## src/rtl/window_loader.sv

```systemverilog
// Assembles a DIM x DIM window of PIX_W-bit pixels from a raster-order stream
// and holds it for a downstream consumer until it is acknowledged.
module window_loader #(
  parameter int PIX_W = 8,
  parameter int DIM   = 15
) (
  input  logic                     clock,
  input  logic                     reset,
  input  logic [PIX_W-1:0]         pix_in,
  input  logic                     pix_valid,
  input  logic                     pix_sof,
  output logic                     pix_ready,
  output logic [DIM*DIM*PIX_W-1:0] integer_array,
  output logic                     window_valid,
  input  logic                     window_ack,
  output logic [7:0]               pixel_count,
  output logic                     sof_err
);

  localparam int RW = (DIM > 1) ? $clog2(DIM) : 1;
  localparam int AW = $clog2(DIM * DIM * PIX_W);
  localparam logic [RW-1:0] LAST_POS   = RW'(DIM - 1);
  localparam logic [7:0]    FULL_COUNT = 8'(DIM * DIM);

  typedef enum logic {
    FILL = 1'b0,
    FULL = 1'b1
  } state_t;

  state_t                     state_r, state_nxt_s;
  logic [RW-1:0]              row_r, col_r, row_nxt_s, col_nxt_s;
  logic [RW-1:0]              cur_row_s, cur_col_s;
  logic [7:0]                 count_r, count_nxt_s, cur_count_s;
  logic                       sof_err_r, sof_err_nxt_s;
  logic                       accept_s;
  logic [AW-1:0]              wr_off_s;
  logic [DIM*DIM*PIX_W-1:0]   array_r;

  // Ready depends on state only; reset holds it low even though state is FILL.
  assign pix_ready     = (state_r == FILL) && !reset;
  assign accept_s      = pix_ready && pix_valid;
  assign integer_array = array_r;
  assign window_valid  = (state_r == FULL);
  assign pixel_count   = count_r;
  assign sof_err       = sof_err_r;

  // Next-state, write position and counter update.
  always_comb begin
    state_nxt_s   = state_r;
    row_nxt_s     = row_r;
    col_nxt_s     = col_r;
    count_nxt_s   = count_r;
    sof_err_nxt_s = 1'b0;
    // A start-of-frame pixel always lands at (0,0), whatever was loaded before.
    if (pix_sof) begin
      cur_row_s   = '0;
      cur_col_s   = '0;
      cur_count_s = 8'd0;
    end else begin
      cur_row_s   = row_r;
      cur_col_s   = col_r;
      cur_count_s = count_r;
    end
    wr_off_s = AW'(PIX_W) * (AW'(cur_col_s) + AW'(DIM) * AW'(cur_row_s));
    case (state_r)
      FILL: begin
        if (accept_s) begin
          sof_err_nxt_s = pix_sof && (count_r != 8'd0);
          if ((cur_row_s == LAST_POS) && (cur_col_s == LAST_POS)) begin
            state_nxt_s = FULL;
            row_nxt_s   = '0;
            col_nxt_s   = '0;
            count_nxt_s = FULL_COUNT;
          end else if (cur_col_s == LAST_POS) begin
            row_nxt_s   = cur_row_s + RW'(1);
            col_nxt_s   = '0;
            count_nxt_s = cur_count_s + 8'd1;
          end else begin
            row_nxt_s   = cur_row_s;
            col_nxt_s   = cur_col_s + RW'(1);
            count_nxt_s = cur_count_s + 8'd1;
          end
        end else begin
          state_nxt_s = FILL;
        end
      end
      FULL: begin
        if (window_ack) begin
          state_nxt_s = FILL;
          row_nxt_s   = '0;
          col_nxt_s   = '0;
          count_nxt_s = 8'd0;
        end else begin
          state_nxt_s = FULL;
        end
      end
      default: begin
        state_nxt_s = FILL;
        row_nxt_s   = '0;
        col_nxt_s   = '0;
        count_nxt_s = 8'd0;
      end
    endcase
  end

  // State, position counters and error pulse registers.
  always_ff @(posedge clock or posedge reset) begin
    if (reset) begin
      state_r   <= FILL;
      row_r     <= '0;
      col_r     <= '0;
      count_r   <= 8'd0;
      sof_err_r <= 1'b0;
    end else begin
      state_r   <= state_nxt_s;
      row_r     <= row_nxt_s;
      col_r     <= col_nxt_s;
      count_r   <= count_nxt_s;
      sof_err_r <= sof_err_nxt_s;
    end
  end

  // Window storage; only written by accepted pixels, so it is frozen in FULL.
  always_ff @(posedge clock or posedge reset) begin
    if (reset) begin
      array_r <= '0;
    end else if (accept_s) begin
      array_r[wr_off_s +: PIX_W] <= pix_in;
    end else begin
      array_r <= array_r;
    end
  end

endmodule

```

## config.mk

```make
export PLATFORM = sky130hd
export DESIGN_NAME = window_loader
export DESIGN_NICKNAME = d
export VERILOG_FILES = /design/src/rtl/window_loader.sv
export SDC_FILE = /design/constraint.sdc
export NUM_CORES = 2
export LEC_CHECK = 0
export CAP_MARGIN = 20
export CELL_PAD_IN_SITES_DETAIL_PLACEMENT = 1
export CELL_PAD_IN_SITES_GLOBAL_PLACEMENT = 2
export CORE_AREA = 2 2 707 709
export DETAILED_ROUTE_END_ITERATION = 8
export DIE_AREA = 0 0 709 711
export PLACE_DENSITY = 0.5
export RECOVER_POWER = 25
export SLEW_MARGIN = 15
export SYNTH_ARGS = -nofsm -noshare
export SYNTH_HDL_FRONTEND = slang
export SYNTH_SLANG_ARGS = --single-unit
export TNS_END_PERCENT = 100
```

## constraint.sdc

```tcl
create_clock -name clock -period 98.1 [get_ports clock]
set_clock_uncertainty 0.15 [all_clocks]
set_input_delay 9.81 -clock clock [delete_from_list [all_inputs] [get_ports clock]]
set_output_delay 9.81 -clock clock [all_outputs]
set_load 0.02 [all_outputs]
```

==> impl_results.md <==
* Status: complete, but fails checks
* Failing checks: max-capacitance violations, max-slew violations
* Synth Instances at about 5200
* Post-synth top flop: dfrtp_1
* NumNets Final at just over 7000
* Final GP Congestion at between 0.8 and 0.9
* Final WS setup at ~75 ns
* Area Growth Syn to Fin at 49.0%
* Drt first pass iters at 5
* Syn avg cell area at around 14 sq um
* HPWL Detailed at about 350000 um
* Share of the yosys chip area belonging to registers at 0.619
* HP Class: reg2reg
* DIE AREA at between 500000 and 600000 sq um
* DRC at 0
* DR iter-0 viols at 2326
* Final WL at around 450000 um
* Cell area after synthesis at about 74000 sq um
* CTS buffer count at 235
* Setup crit start kind: input port
* WP data required at between 90 and 100 ns
* # rows at 259
* Crit path DAT at between 20 and 25 ns
* Die span in x at 709 um
* H-tree depth at 4
* Met1 GRT Util at 0.189
* First-pass GRT wire length at between 500000 and 600000 um
* Met2 usage at 0.324
* Leakage at about 0.052 uW
* Max-slew headroom at -3.79
* Yosys cell types at 78
* CP Max Fanout at 128
* Largest net degree at the start of global routing at 140
* RSZ-0062 raised after global routing: false
* Fillers at approximately 55000
* Share of cells above drive strength 1 at 0.326
* Worst-skew pair later-pin latency at a little over 0.9 ns
* CTS tree: done
* Post-synth top area share at 0.619
* Area contributors post-synth: dfrtp_1 (62%), mux2_2 (24%), nor2_1 (1.5%)
* Root Driver: clkbuf_16
* Synth Warn # at 0
* Area after DPL at approximately 100000 sq um
* Sequential cell area at 45500 sq um
* Die Y at around 710 um
* Sum Neg Setup Slack at 0 ns
* Critical setup path kind: in2async
* Yosys reg bits at about 1800
* Final hold vios at 0
* Worst-case clock buffer depth at 4
* WHS at 0.319 ns
* CTS clock-pin slew for the worst setup and hold paths at around 0.060 ns
* DR vias/cell at 3.78
* Port Buf Inserts at between 1500 and 2000
* EDFF count, synth at 0
* Busiest grt layer: met2
* Max Cap Viol at 7
* Final instance area at 110000 sq um
* Post-CTS resize count at 0
* Sink Count at roughly 1800
* Final setup fails at 0
* Final clock period utilization by the worst path at 0.239
* Initial Util at 0.148
* Commonest non-fill, non-tap cell in the layout: dfrtp_1
* Overall routing resource usage at 0.175
* GR Overflow Total at 0
* Area of the multi-input gates at between 20000 and 30000 sq um
* Wire per inst at 32.3 um
* Remaining antenna violation count after routing at 0
* Tightest Pin Transition at around 7.2 ns
* CP Capture Type: asynchronous set/reset pin
* CORE AREA at 496000 sq um
* Met3 usage at 0.0493
* Dominant cell type by area after synthesis: dfrtp_1
* Pwr dens at 17.0 nW/um^2
* Setup Buffers After CTS at 0
* Async S/R FF share, synth at 1.00
* VDD IR max at 14.0 uV
* Dpl ws at approximately 77 ns
* Tmin final at about 23 ns
* Vias in the first global route at roughly 58000
* # hold bufs at CTS at 0
* Initial antenna violation count at 31
* Mapped Nets at between 5000 and 6000
* Max Slew Vio Count at 470
* Boundary Pins at roughly 1800
* DR vias at around 53000
* Max Fclk at ~43 MHz
* Commonest cells after routing, fill and taps aside: dfrtp_1 (1818), mux2_2 (1573), clkdlybuf4s50_1 (922), dlygate4sd3_1 (893), nor2_1 (274)
worst max-delay path, cell delays in order:
cell	delay, ns
dlygate4sd3_1	0.59
clkinvlp_2	3.06
clkbuf_1	5.23
clkbuf_1	2.08
buf_4	0.73
buf_4	0.78
buf_4	0.72
buf_4	0.78
cell usage after synthesis, drive strengths merged (4+ instances only):
cell,n
nor2,296
o211ai,7
nand3,73
and3,19
nor4,18
nand4,20
mux2,1573
o311ai,16
xor2,5
nand3b,7
buf,79
and2,31
nor3,239
dfrtp,1818
inv,81
or3,33
o31ai,40
nor2b,12
ha,24
a21oi,12
a22o,6
fa,4
nand2b,8
nand4b,4
o221ai,5
nand2,277
clkbuf,237
mux2i,64
xnor2,12
o21ai,167
layout make-up:
type                            instances  area share
Clock buffer                          336      0.0626
Tap cell                             6655      0.0760
Timing Repair Buffer                 2015       0.181
Inverter                               81     0.00279
Sequential cell                      1818       0.415
Antenna cell                           16    0.000366
Multi-Input combinational cell       3017       0.248
Clock inverter                         96      0.0144
final timing paths:
check / from / endpoint / slack [ns] / depth (start not counted)
setup / recovery: reset / integer_array[786] / 74.67 / 8
hold / removal: integer_array[877] / integer_array[877] / 0.32 / 2
setup reg to reg: row_r[2] / integer_array[1624] / 90.07 / 18
hold reg to reg: integer_array[877] / integer_array[877] / 0.32 / 2
max in group clock: reset / pix_ready / 76.82 / 3
min in group asynchronous: reset / integer_array[1714] / 10.99 / 2
per-stage QoR:
stage | utilization | instances | power, uW
6_report | 0.221 | 14000 | 1860
5_1_grt | 0.221 | 14000 | 1930
4_1_cts | 0.221 | 14000 | 1900
3_5_place_dp | 0.204 | 13600 | 941
3_3_place_gp | 0.203 | 13600 | 939
2_1_floorplan | - | 5232 | 844
state kept, by name, summed over array words and instances (netlist names):
name	flops
pixel_count	8
window_valid	1
row_r	4
integer_array	1800
sof_err	1
col_r	4
kinds of logic after synthesis:
logic type                 after synthesis  share of synthesized area
DFF                                   1818                      0.619
muxes                                 1637                      0.250
and+or+nand+nor                       1045                     0.0764
buffers and inverters                  397                     0.0216
AOI/OAI and AO/OA                      288                     0.0254
adders and majority gates               28                    0.00517
xor gates and xnor gates                19                    0.00274
power breakdown:
group / internal [uW] / switching, uW
clock: 569 / 373
combinational: 28.2 / 129
sequential: 757 / 3.96
per-layer routing:
layer  up-vias  share of wire  routed length, um
li1      22300              -                  -
met1     28500           0.37             167000
met2      1667           0.52             238000
met3       465          0.070              31700
met4         0          0.038              17300
met5         -              0                  0
Note: power is estimated with default switching activity, not from simulation.
